`src/rtl/regfile_mp_sb.sv`:
```
// Multi-port register file: NUM_RD combinational read ports, two prioritised write
// ports, optional same-cycle write-to-read bypass and a per-register busy scoreboard.
module regfile_mp_sb #(
  parameter int DATA_W   = 32,
  parameter int ADDR_W   = 5,
  parameter int NUM_RD   = 2,
  parameter int BYPASS   = 1,
  parameter int ZERO_REG = 1
) (
  input  logic                       clk,
  input  logic                       rst,
  input  logic [NUM_RD*ADDR_W-1:0]   rd_addr,
  output logic [NUM_RD*DATA_W-1:0]   rd_data,
  output logic [NUM_RD-1:0]          rd_busy,
  input  logic                       wr0_en,
  input  logic [ADDR_W-1:0]          wr0_addr,
  input  logic [DATA_W-1:0]          wr0_data,
  input  logic                       wr1_en,
  input  logic [ADDR_W-1:0]          wr1_addr,
  input  logic [DATA_W-1:0]          wr1_data,
  input  logic                       alloc_en,
  input  logic [ADDR_W-1:0]          alloc_addr,
  input  logic [ADDR_W-1:0]          dbg_sel,
  output logic [DATA_W-1:0]          dbg_data,
  output logic [ADDR_W:0]            busy_cnt
);

  localparam int DEPTH = 1 << ADDR_W;
  localparam int CNT_W = ADDR_W + 1;

  logic [DATA_W-1:0] regs_q [DEPTH];
  logic [DEPTH-1:0]  busy_q;
  logic [DEPTH-1:0]  busy_d;
  logic [CNT_W-1:0]  busy_cnt_q;
  logic [CNT_W-1:0]  busy_cnt_d;

  genvar gi;
  generate
    for (gi = 0; gi < DEPTH; gi++) begin : g_reg
      localparam logic [ADDR_W-1:0] ADDR = ADDR_W'(gi);
      localparam bit IS_ZERO = (ZERO_REG != 0) && (gi == 0);

      logic              wr0_hit, wr1_hit, alloc_hit;
      logic [DATA_W-1:0] val_q, val_d;
      logic              bsy_q, bsy_d;

      assign wr0_hit   = !IS_ZERO && wr0_en   && (wr0_addr   == ADDR);
      assign wr1_hit   = !IS_ZERO && wr1_en   && (wr1_addr   == ADDR);
      assign alloc_hit = !IS_ZERO && alloc_en && (alloc_addr == ADDR);

      // A new allocation supersedes any writeback from the previous producer.
      always_comb begin
        val_d = val_q;
        if (wr1_hit)      val_d = wr1_data;
        else if (wr0_hit) val_d = wr0_data;
        bsy_d = bsy_q;
        if (alloc_hit)              bsy_d = 1'b1;
        else if (wr0_hit | wr1_hit) bsy_d = 1'b0;
      end

      always_ff @(posedge clk or posedge rst) begin
        if (rst) begin
          val_q <= '0;
          bsy_q <= 1'b0;
        end else begin
          val_q <= val_d;
          bsy_q <= bsy_d;
        end
      end

      assign regs_q[gi] = val_q;
      assign busy_q[gi] = bsy_q;
      assign busy_d[gi] = bsy_d;
    end
  endgenerate

  always_comb begin
    busy_cnt_d = '0;
    for (int i = 0; i < DEPTH; i++) busy_cnt_d = busy_cnt_d + CNT_W'(busy_d[i]);
  end

  always_ff @(posedge clk or posedge rst) begin
    if (rst) busy_cnt_q <= '0;
    else     busy_cnt_q <= busy_cnt_d;
  end

  assign busy_cnt = busy_cnt_q;

  generate
    for (gi = 0; gi < NUM_RD; gi++) begin : g_rd
      logic [ADDR_W-1:0] addr;
      logic              is_zero, byp0, byp1, busy;
      logic [DATA_W-1:0] data;

      assign addr    = rd_addr[gi*ADDR_W +: ADDR_W];
      assign is_zero = (ZERO_REG != 0) && (addr == '0);
      assign byp0    = (BYPASS != 0) && wr0_en && (wr0_addr == addr);
      assign byp1    = (BYPASS != 0) && wr1_en && (wr1_addr == addr);

      // Bypassed writes also hide the busy bit so issue can consume the value now.
      always_comb begin
        data = '0;
        busy = 1'b0;
        if (!rst && !is_zero) begin
          if (byp1)      data = wr1_data;
          else if (byp0) data = wr0_data;
          else           data = regs_q[addr];
          busy = busy_q[addr] && !(byp0 || byp1);
        end
      end

      assign rd_data[gi*DATA_W +: DATA_W] = data;
      assign rd_busy[gi]                  = busy;
    end
  endgenerate

  assign dbg_data = (rst || ((ZERO_REG != 0) && (dbg_sel == '0))) ? '0 : regs_q[dbg_sel];

endmodule

```
`config.mk`:
```
export PLATFORM = sky130hd
export DESIGN_NAME = regfile_mp_sb
export DESIGN_NICKNAME = d
export VERILOG_FILES = /design/src/rtl/regfile_mp_sb.sv
export SDC_FILE = /design/constraint.sdc
export NUM_CORES = 2
export LEC_CHECK = 0
export BUFFER_PORTS_ARGS = -buffer_cell sky130_fd_sc_hd__buf_4
export CORE_MARGIN = 2
export CORE_UTILIZATION = 30
export CTS_CLUSTER_DIAMETER = 60
export DETAILED_ROUTE_END_ITERATION = 8
export PLACE_DENSITY = 0.54
export SETUP_SLACK_MARGIN = 0.05
export SLEW_MARGIN = 25
export SYNTH_ARGS = -nofsm -noshare
export SYNTH_HDL_FRONTEND = slang
export SYNTH_SLANG_ARGS = --single-unit
```
`constraint.sdc`:
```
create_clock -name clk -period 60.4 [get_ports clk]
set_input_delay 12.08 -clock clk [delete_from_list [all_inputs] [get_ports clk]]
set_output_delay 12.08 -clock clk [all_outputs]
set_load 0.01 [all_outputs]
```
==> results.sh <==
export IMPL_ys_seq_area_share_pct=34.7
export IMPL_multi_input_area_mm2=0.0448
export IMPL_relSlewSlack_pct=19.0
export IMPL_drc=0
export IMPL_antenna_found_initial=41
export IMPL_reg2reg_from="g_reg[24].bsy_q"
export IMPL_whs_path_depth=2
export IMPL_ys_flop_type="dfrtp_1"
export IMPL_yosys_top_cells_count="mux2i_1 (1,489), dfrtp_1 (1,029), nand2_1 (905), nor2_1 (572), clkbuf_1 (563)"
export IMPL_gp_congestion=0.920
export IMPL_cts_tree="yes"
export IMPL_ctsLongestPathBuffers=3
export IMPL_status="completed"
export IMPL_rsz0062_at_grt="false"
export IMPL_powerDensity_mw_per_mm2=35.7
export IMPL_post_synth_top_count_cell="mux2i_1"
export IMPL_htreeDepth=4
export IMPL_clkTransAtPathRegs_ns=0.06
export IMPL_post_cts_resized=0
export IMPL_wl_um=363000
export IMPL_path_class="primary input to output pin"
export IMPL_critPathBufInv=5
export IMPL_cpMostUsedCell="buf_4"
export IMPL_slew_violations=0
export IMPL_synth_cells=7538
export IMPL_core_area_mm2=0.246
export IMPL_cp_required_ns=48.32
export IMPL_synth_edf_count=0
export IMPL_synth_top_area_cell="dfrtp_1"
export IMPL_cp_slowest_cell="buf_4"
export IMPL_die_area_mm2=0.251
export IMPL_drt_first_iter_violations=10400
export IMPL_cp_arrival_ns=17.06
export IMPL_grtUsageTotal_pct=28.1
export IMPL_fin_crit_sh_pct=48.2
export IMPL_r2r_end="busy_cnt[4]"
export IMPL_routed_via_count=66800
export IMPL_grt_max_degree=130
export IMPL_r2r_cells=19
export IMPL_initial_core_util_pct=30.2
export IMPL_synth_nets=7667
export IMPL_hp_start="g_reg[21].val_q[15]"
export IMPL_syn_area_mm2=0.0742
export IMPL_tns_ns=0
export IMPL_ys_async_sr_fraction_pct=100
export IMPL_worstMarginPinSlew_ns=1.21
export IMPL_cts_root_buffer="clkbuf_16"
export IMPL_antenna_left=0
export IMPL_nFillCells=24700
export IMPL_register_area_mm2=0.0257
export IMPL_grt_pass1_vias=63800
export IMPL_dr_pass1_iters=8
export IMPL_worstPathMaxFanout=64
export IMPL_clk_latency_ns=0.84
export IMPL_area_delta_synth_final_pct=11.2
export IMPL_power_total_mw=2.95
export IMPL_finalHoldViolations=0
export IMPL_ys_top_cells_by_area="dfrtp_1 (35%), mux2i_1 (20%), mux4_2 (14%)"
export IMPL_yosysWarnings=0
export IMPL_peakVddDrop_v=0.0000853
export IMPL_path_cells="buf_8, buf_4, buf_4, buf_4, mux4_2, nor2b_1, nor3_1, a311oi_1, nor4_1, a221o_1, buf_4"
export IMPL_critPathCaptureType="output pin"
export IMPL_syn_area_per_cell_um2=9.85
export IMPL_hold_buffers=0
export IMPL_reg2reg_slack_ns=54.90
export IMPL_die_h_um=501
export IMPL_fin_crit_ns=29.14
export IMPL_finalClockSkew_ns=0.0511
export IMPL_hp_class="register to register"
export IMPL_via_per_inst=6.39
export IMPL_grt_ovfl_total=0
export IMPL_drive_gt1_share_pct=17.4
export IMPL_timing_fmax_mhz=34.3
export IMPL_start_kind="primary input"
export IMPL_nNetsFinal=7232
export IMPL_portBuffers=202
export IMPL_grt_pass1_wl_um=505000
export IMPL_ys_ff_latch=1029
export IMPL_maxCapViolCount=0
export IMPL_fp_row_count=182
export IMPL_cts_setup_buffers=0
export IMPL_setup_viol=0
export IMPL_cpPeakStageDelay_ns=0.94
export IMPL_p_leak_nw=36.7
export IMPL_clock_sinks=1029
export IMPL_synth_top_area_share_pct=34.7
export IMPL_hold_end="g_reg[21].val_q[15]"
export IMPL_ios=203
export IMPL_die_w_um=501
export IMPL_crit_family="buffers and inverters"
export IMPL_synth_cell_types=57
export IMPL_numCtsBuffers=133
export IMPL_avgRoutedWirePerCell_um=34.7
export IMPL_dp_hpwl_um=215000
worst max-delay path by stage:
stage               slack [ns]  cells past startpoint            to        from
global route             31.18                     11   rd_data[57]  rd_addr[5]
detailed placement       31.33                     11   rd_data[54]  rd_addr[5]
global placement         31.31                     11   rd_data[57]  rd_addr[5]
finish                   31.26                     11   rd_data[56]  rd_addr[5]
CTS                      31.33                     11   rd_data[54]  rd_addr[5]
floorplan                 3.81                      3  dbg_data[22]         rst
worst min-delay path, stage by stage, from the launching register on:
cell,delay (ns)
dfrtp_1,0.41
nand2_1,0.07
a31oi_1,0.07
flip-flops by register name, indices dropped and copies added, names as in the netlist:
register and flops:
g.val_q 992, g.bsy_q 31, busy_cnt 6
layout by cell type, fill, tap and decap left out, drive strengths merged, types with 51 or more instances in the layout:
cell	instances
a221o	63
dfrtp	1029
mux2i	1489
nor3	190
inv	55
nor4	70
buf	367
clkbuf	189
a31oi	160
a21oi	358
mux4	452
nand2	905
o22ai	288
mux2	110
nor2	575
a22o	51
o21ai	510
cell families after synthesis:
family | Yosys count | synth area share [%]
buffers and inverters | 981 | 5.71
adders and majority gates | 30 | 0.738
and+or+nand+nor | 1844 | 10.3
DFF | 1029 | 34.7
AOI/OAI and AO/OA | 1580 | 12.9
xor gates and xnor gates | 23 | 0.271
muxes | 2051 | 35.5
final cells by class:
cell class | count | share of cell area (%)
multi-input combinational | 5528 | 54.3
sequential | 1029 | 31.2
tap | 3220 | 4.88
clock buffer | 188 | 4.75
timing repair buffer | 368 | 3.57
clock inverter | 54 | 0.981
inverter | 43 | 0.205
antenna | 27 | 0.0819
power breakdown:
group | total, mW | internal, mW | switching, mW
sequential | 1.08 | 0.878 | 0.202
clock | 0.887 | 0.528 | 0.359
combinational | 0.984 | 0.481 | 0.503
total | 2.95 | 1.89 | 1.06
through the flow:
step	hold WS (ns)	worst slack (ns)	util, %	instance area [um^2]	cells
2_1_floorplan	0.531	3.81	-	74200	7538
3_3_place_gp	0.560	31.31	31.6	77700	10200
3_5_place_dp	0.569	31.33	31.6	77700	10200
4_1_cts	0.580	31.33	33.5	82400	10400
5_1_grt	0.606	31.18	33.6	82500	10500
6_report	0.582	31.26	33.6	82500	10500
metal layers:
layer	GRT usage (%)	vias to the layer above	wire (um)
met3	8.68	1333	46800
met1	35.4	33300	133000
li1	-	26900	-
met2	41.2	5209	156000
met4	18.8	18	27400
met5	0	-	124
(Power assumes the default switching activity.)
